$ cat config.mk
export PLATFORM = sky130hd
export DESIGN_NAME = pixel_point_op
export DESIGN_NICKNAME = d
export VERILOG_FILES = /design/src/rtl/pixel_point_op.sv
export SDC_FILE = /design/constraint.sdc
export NUM_CORES = 1
export LEC_CHECK = 0
export BUFFER_PORTS_ARGS = -buffer_cell sky130_fd_sc_hd__buf_4
export CORE_MARGIN = 3
export CORE_UTILIZATION = 45
export CTS_CLUSTER_SIZE = 16
export DETAILED_ROUTE_END_ITERATION = 7
export PLACE_DENSITY = 0.77
export SYNTH_ARGS = -nofsm -noshare
export SYNTH_HDL_FRONTEND = slang
export SYNTH_SLANG_ARGS = --single-unit
$ cat constraint.sdc
create_clock -name clk -period 9.4 [get_ports clk]
set_input_delay 0.47 -clock clk [delete_from_list [all_inputs] [get_ports clk]]
set_output_delay 0.47 -clock clk [all_outputs]
set_load 0.01 [all_outputs]
$ cat src/rtl/pixel_point_op.sv
// Per-pixel point operation on the centre pixel of a neighbourhood vector: bypass, invert,
// brightness, threshold or grayscale. It has a 3-stage valid/ready pipeline. Define POINTOP_SATCNT_EN to add sat_count.
module pixel_point_op #(
   parameter int CW = 4,
   parameter int NB = 9
) (
   input  logic                 clk,
   input  logic                 reset,
   input  logic [2:0]           mode,
   input  logic signed [CW:0]   offset,
   input  logic [CW-1:0]        thresh,
   input  logic                 in_valid,
   output logic                 in_ready,
   input  logic                 in_sof,
   input  logic [NB*3*CW-1:0]   color_data,
   output logic                 out_valid,
   input  logic                 out_ready,
   output logic                 out_sof,
   output logic [3*CW-1:0]      filter_rgb_out
`ifdef POINTOP_SATCNT_EN
   ,
   output logic [15:0]          sat_count
`endif
);

   localparam int PW = 3*CW;
   localparam int VW = CW+2;
   localparam logic [CW-1:0] MAX = '1;

   typedef logic signed [VW-1:0] wide_t;

   // Values are bounded to (-2^CW, 2^(CW+1)), so bit VW-1 is the sign and bit CW flags > MAX.
   function automatic logic [CW-1:0] sat_chan(input wide_t v);
      if (v[VW-1])
         sat_chan = '0;
      else if (v[CW])
         sat_chan = MAX;
      else
         sat_chan = v[CW-1:0];
   endfunction

   function automatic logic clamped(input wide_t v);
      clamped = v[VW-1] | v[CW];
   endfunction

   logic [2:0]         cfg_mode;
   logic signed [CW:0] cfg_off;
   logic [CW-1:0]      cfg_thr;

   logic               vld_p1, sof_p1;
   logic [PW-1:0]      pix_p1;
   logic [2:0]         mode_p1;
   logic signed [CW:0] off_p1;
   logic [CW-1:0]      thr_p1;

   logic               vld_p2, sof_p2;
   wide_t              val_p2 [3];
   wide_t              val_nx [3];

   logic               vld_p3, sof_p3;
   logic [PW-1:0]      rgb_p3;
   logic [PW-1:0]      rgb_nx;

   logic               ld1, ld2, ld3, in_xfer;
   logic [CW+4:0]      r_ext, g_ext, b_ext, y_sum;
   logic [CW-1:0]      gray, ch;
   wide_t              ch_w, off_w;
   logic               unused_ok;

   assign ld3       = !vld_p3 || out_ready;
   assign ld2       = !vld_p2 || ld3;
   assign ld1       = !vld_p1 || ld2;
   assign in_ready  = ld1;
   assign in_xfer   = in_valid && ld1;
   assign unused_ok = ^{color_data[(NB-1)*PW-1:0], y_sum[3:0], y_sum[CW+4]};

   // S1: capture centre pixel and the config it will be processed with
   always_ff @(posedge clk) begin
      if (in_xfer) begin
         pix_p1  <= color_data[NB*PW-1 -: PW];
         mode_p1 <= in_sof ? mode   : cfg_mode;
         off_p1  <= in_sof ? offset : cfg_off;
         thr_p1  <= in_sof ? thresh : cfg_thr;
      end
      if (ld2 && vld_p1)
         val_p2 <= val_nx;
   end

   // S2: per-channel operation in widened signed arithmetic
   always_comb begin
      r_ext = (CW+5)'(pix_p1[PW-1 -: CW]);
      g_ext = (CW+5)'(pix_p1[2*CW-1 -: CW]);
      b_ext = (CW+5)'(pix_p1[CW-1:0]);
      y_sum = (r_ext << 2) + r_ext + (g_ext << 3) + g_ext + (b_ext << 1);
      gray  = y_sum[CW+3:4];
      off_w = wide_t'(off_p1);
      ch    = '0;
      ch_w  = '0;
      for (int i = 0; i < 3; i++) begin
         ch   = pix_p1[(2-i)*CW +: CW];
         ch_w = wide_t'({2'b00, ch});
         case (mode_p1)
            3'd1:    val_nx[i] = wide_t'({2'b00, MAX - ch});
            3'd2:    val_nx[i] = ch_w + off_w;
            3'd3:    val_nx[i] = (ch >= thr_p1) ? wide_t'({2'b00, MAX}) : '0;
            3'd4:    val_nx[i] = wide_t'({2'b00, gray});
            default: val_nx[i] = ch_w;
         endcase
      end
   end

   // S3: saturate to the channel range and present at the output
   always_comb begin
      rgb_nx = {sat_chan(val_p2[0]), sat_chan(val_p2[1]), sat_chan(val_p2[2])};
   end

   always_ff @(posedge clk) begin
      if (!reset) begin
         vld_p1   <= 1'b0;
         sof_p1   <= 1'b0;
         vld_p2   <= 1'b0;
         sof_p2   <= 1'b0;
         vld_p3   <= 1'b0;
         sof_p3   <= 1'b0;
         rgb_p3   <= '0;
         cfg_mode <= '0;
         cfg_off  <= '0;
         cfg_thr  <= '0;
      end else begin
         if (ld1) begin
            vld_p1 <= in_valid;
            sof_p1 <= in_valid && in_sof;
         end
         if (ld2) begin
            vld_p2 <= vld_p1;
            sof_p2 <= vld_p1 && sof_p1;
         end
         if (ld3) begin
            vld_p3 <= vld_p2;
            sof_p3 <= vld_p2 && sof_p2;
            if (vld_p2)
               rgb_p3 <= rgb_nx;
         end
         if (in_xfer && in_sof) begin
            cfg_mode <= mode;
            cfg_off  <= offset;
            cfg_thr  <= thresh;
         end
      end
   end

   assign out_valid      = vld_p3;
   assign out_sof        = sof_p3;
   assign filter_rgb_out = rgb_p3;

`ifdef POINTOP_SATCNT_EN
   // Clamp count travels with the pixel; the running total snapshots into sat_count at each SOF
   logic [1:0]  nclamp_nx, nclamp_p3;
   logic [15:0] run_cnt;
   logic [16:0] run_sum;

   assign nclamp_nx = {1'b0, clamped(val_p2[0])} + {1'b0, clamped(val_p2[1])}
                    + {1'b0, clamped(val_p2[2])};
   assign run_sum   = {1'b0, run_cnt} + 17'(nclamp_p3);

   always_ff @(posedge clk) begin
      if (ld3 && vld_p2)
         nclamp_p3 <= nclamp_nx;
   end

   always_ff @(posedge clk) begin
      if (!reset) begin
         run_cnt   <= '0;
         sat_count <= '0;
      end else if (vld_p3 && out_ready) begin
         if (sof_p3) begin
            sat_count <= run_cnt;
            run_cnt   <= 16'(nclamp_p3);
         end else begin
            run_cnt <= run_sum[16] ? 16'hFFFF : run_sum[15:0];
         end
      end
   end
`endif

endmodule
# ---- Yosys cells after proc, flatten, opt, wreduce, memory -nomap -nowiden
# Index checks and enable logic that the tools add are counted.
dict set report classes {
  n_addsub 10
  order_cmp 3
  n_eq_ne 4
  n_mux 15
  n_reduce_logical 13
}
# op count
set op_table {}
lappend op_table {{6-bit case mux with 4 select lines} 3}
lappend op_table {{4-bit two-way mux} 10}
lappend op_table {{5-bit by 5-bit adder with 6-bit output} 3}
lappend op_table {{4-bit >= comparator} 3}
lappend op_table {{4-bit subtractor (first input constant)} 3}
lappend op_table {{7-bit by 7-bit adder with 8-bit output} 1}
lappend op_table {{8-bit by 4-bit adder with 8-bit output} 1}
lappend op_table {{8-bit by 5-bit adder with 8-bit output} 1}
lappend op_table {{6-bit by 4-bit adder with 7-bit output} 1}
lappend op_table {{3-bit by 2-bit equality test with 1-bit output (second input constant)} 2}
lappend op_table {{1-bit logical AND} 6}
lappend op_table {{5-bit two-way mux} 1}
lappend op_table {{3-bit by 1-bit equality test with 1-bit output (second input constant)} 1}
lappend op_table {{3-bit equality test (second input constant)} 1}
lappend op_table {{1-bit zero test} 3}
lappend op_table {{1-bit logical OR} 3}
lappend op_table {{3-bit two-way mux} 1}
lappend op_table {{2-bit AND reduction} 1}
dict set report totals {
  register_bits 72
  input_bits 125
  output_inout_bits 15
  word_cells 62
}

# ---- Longest topological paths before layout
dict set report logic_depth {
  ltp_word 6
  mapped_depth 12
  mapped_depth_nobuf 12
}

# ---- Worst setup path before layout
# Ideal clock, no wire load.
dict set report synth_timing {
  path_type {register to register}
  start {register pix_p1[2]}
  end {register val_p2[13] in the netlist's numbering (data pin)}
  setup_ps 271
  arrival_time_ps 2994
  required_time_ps 9129
  setup_slack_ps 6136
  stages_incl_launch_ff 13
  n_path_buf 0
  period_less_slack_ps 3264
  cell_sequence {edfxtp_1 > inv_1 > fa_1 > inv_1 > fa_1 > fa_1 > nand2_1 > nor2_1 > fa_1 > xnor2_1 > nor2_1 > a211oi_1 > a21oi_1}
}
# element line
set synth_lines {}
lappend synth_lines {{from (decl)} 51} ;# logic [PW-1:0] pix_p1;
lappend synth_lines {{from (signal assigned)} 80} ;# pix_p1 <= color_data[NB*PW-1 -: PW];
lappend synth_lines {{to (signal assigned)} 86} ;# val_p2 <= val_nx;
lappend synth_lines {{to (decl)} 57} ;# wide_t val_p2 [3];

==> results.toml <==
[status]
status = "completed"

[synthesis]
ys_seq_area_share_pct = 45.0
async_reset_ff_share_pct = 0
synth_nets = 551
netlist_area_um2 = 4130
synth-main-ff-cell = "edfxtp_1"
ys_seq_elements = 72
synthCells = 382
synthDominantCellAreaShare_pct = 30.5
synth_top_area_cell = "edfxtp_1"
synth_common_cells = "42 x edfxtp_1, 40 x nor2_1, 32 x ha_1"
synth.most_common_cell = "edfxtp_1"
yosys_warnings = 0
yosysUniqueCellTypes = 47
synth_area_per_cell_um2 = 10.8
synth_edf_count = 42
synthTopCellsByArea = "edfxtp_1 31%, dfxtp_1 15%, ha_1 9.7%"

[global_route]
grt_pass1_wl_um = 13300
grt-ovfl-total = 0
grt.total_usage_pct = 16.6
grt_pass1_vias = 2808
antenna_found_initial = 0
grt_max_degree = 31

[worst_setup_path]
crit-reg2reg-launch = "pix_p1[2]"
r2r_cells = 12
cp-start-kind = "flop"
rrSetupSlack_ps = 5720
critPathRequiredTime_ps = 9470
criticalPathCategory = "reg -> reg"
crit_fanout = 5
reg2reg_to = "val_p2[7]"
crit_path_end_kind = "flop"
crit_arrival_ps = 3740

[min_path]
worstHoldEndpoint = "pix_p1[5]"
worstHoldStart = "color_data[101]"
hold_path_class = "in -> reg"
worstHoldPathCells = 1

[layout]
area_growth_pct = 14.6
n_antenna_cell = 0
drive_above_1_share_pct = 17.5
fin_nets = 592
final_area_um2 = 4740

[cts]
ctsResizeCount = 0
hold_buffers = 0
cts.sinks = 72
clkTransAtPathRegs_ps = 70
clockBufferDepth = 2
numCtsBuffers = 9
cts_tree = "built"
cts_setup_buffers = 0
cts-root-buf = "clkbuf_8"
htree_levels = 3
insertion_delay_ps = 350

[floorplan]
die-area_um2 = 10400
die_w_um = 102
row_count = 34
ios = 140
die_y_um = 102
initial_core_util_pct = 46.9
core_um2 = 8810

[power_and_ir_drop]
p_per_area_nw_per_um2 = 175
ir_drop_mv = 0.112
leakagePower_uw = 0.00200

[timing]
layout_min_cycle_time_ps = 3680
setup_viol = 0
slew-limit-headroom_pct = 31.0
hold_viol = 0
fin_crit_sh_pct = 39.1
tns_ps = 0
fmax_mhz = 272
slew_violations = 0
rsz0062_at_grt = "no"
tightest_slew_ps = 1040
fin_skew_ps = 6.92

[routing]
viasPerCell = 5.40
wl_um = 7890
drc = 0
vias = 2896
antenna_left = 0
first_pass_iters = 4
wire_per_inst_um = 14.7
drtIter0Drc = 92

[placed_design]
postPlaceCellArea_um2 = 4500
hpwlAfterDp_um = 6120
place.gp.congestion = 0.899
portBuffers = 43

[job]
maxCapViolCount = 0
-- report_power, final --
part,switching [uW],internal (uW)
Clock,113,162
Sequential,20.4,357
Combinational,94.1,83.1
-- how the worst max path moves through the flow --
stage	startpoint	to	slack, ps	cells past startpoint
after detailed placement	pix_p1[7]	val_p2[7]	5770	12
after CTS	pix_p1[7]	val_p2[7]	5760	12
after global routing	pix_p1[7]	val_p2[7]	5530	12
after global placement	pix_p1[7]	val_p2[3]	5840	12
after floorplan	pix_p1[2]	val_p2[13]	6140	12
final	pix_p1[2]	val_p2[7]	5720	12
-- state kept, by name (all words and copies together), names as in the netlist --
register and cells:
cfg_mode 3, cfg_off 5, cfg_thr 4, filter_rgb_out 12, mode_p1 3, off_p1 5
out_sof 1, out_valid 1, pix_p1 12, sof_p1 1, sof_p2 1, thr_p1 4
val_p2 18, vld_p1 1, vld_p2 1
-- cells by family after synthesis --
logic type	after synthesis	synth area share [%]
AO/OA/AOI/OAI	71	11.2
AND/OR/NAND/NOR	129	16.3
multiplexers	25	6.42
buffers and inverters	34	4.06
XOR/XNOR	7	1.48
flip-flops	72	45.0
adder cells (fa/ha/maj)	44	15.5
-- critical path: stages, from the launching register on --
cell and delay [ps]:
edfxtp_1 500, inv_1 100, fa_1 540, inv_1 50, fa_1 520, fa_1 440
nand2_1 70, nor2_1 40, fa_1 400, xnor2_1 260, nor2_1 100, a211oi_1 250
a21oi_1 110
-- cell type report --
cell class	instances	area, um2
fill	767	4070
multi-input combinational	276	2100
sequential	72	1860
timing repair buffer	43	323
clock buffer	13	191
tap	108	135
inverter	21	78.8
clock inverter	3	43.8
-- per-stage QoR --
step / util, % / cells / setup WS (ps) / hold slack, ps / total power [uW]
3_5_place_dp: 51.1 / 520 / 5770 / 453 / 563
3_3_place_gp: 51.1 / 520 / 5840 / 439 / 551
4_1_cts: 53.8 / 536 / 5760 / 284 / 837
5_1_grt: 53.8 / 536 / 5530 / 275 / 879
2_1_floorplan: - / 382 / 6140 / 436 / 511
6_report: 53.8 / 536 / 5720 / 295 / 831
-- cells in the final DEF, fill, tap and decap left out, types with 3 or more instances in the layout --
cell	count
buf_4	43
edfxtp_1	42
nor2_1	40
ha_1	32
dfxtp_1	30
a21oi_1	22
nand2_1	21
inv_1	20
nor2b_1	17
nand3_1	14
or3_1	14
mux2i_1	13
mux2_2	12
fa_1	12
clkbuf_8	10
a21boi_0	9
a21boi_1	8
xor2_1	6
a31oi_1	6
o21ai_0	5
o21a_1	5
a21o_1	4
a211oi_1	3
nor3_1	3
a41oi_1	3
-- metal layers --
layer / vias to the layer above / track usage, % / share of wire [%]
met5: - / 0 / 0
met4: 0 / 4.64 / 1.0
met3: 10 / 3.89 / 7.3
met2: 82 / 28.3 / 49
met1: 1357 / 21.2 / 43
li1: 1447 / - / -
No activity file was read; power rests on OpenSTA's default activity.
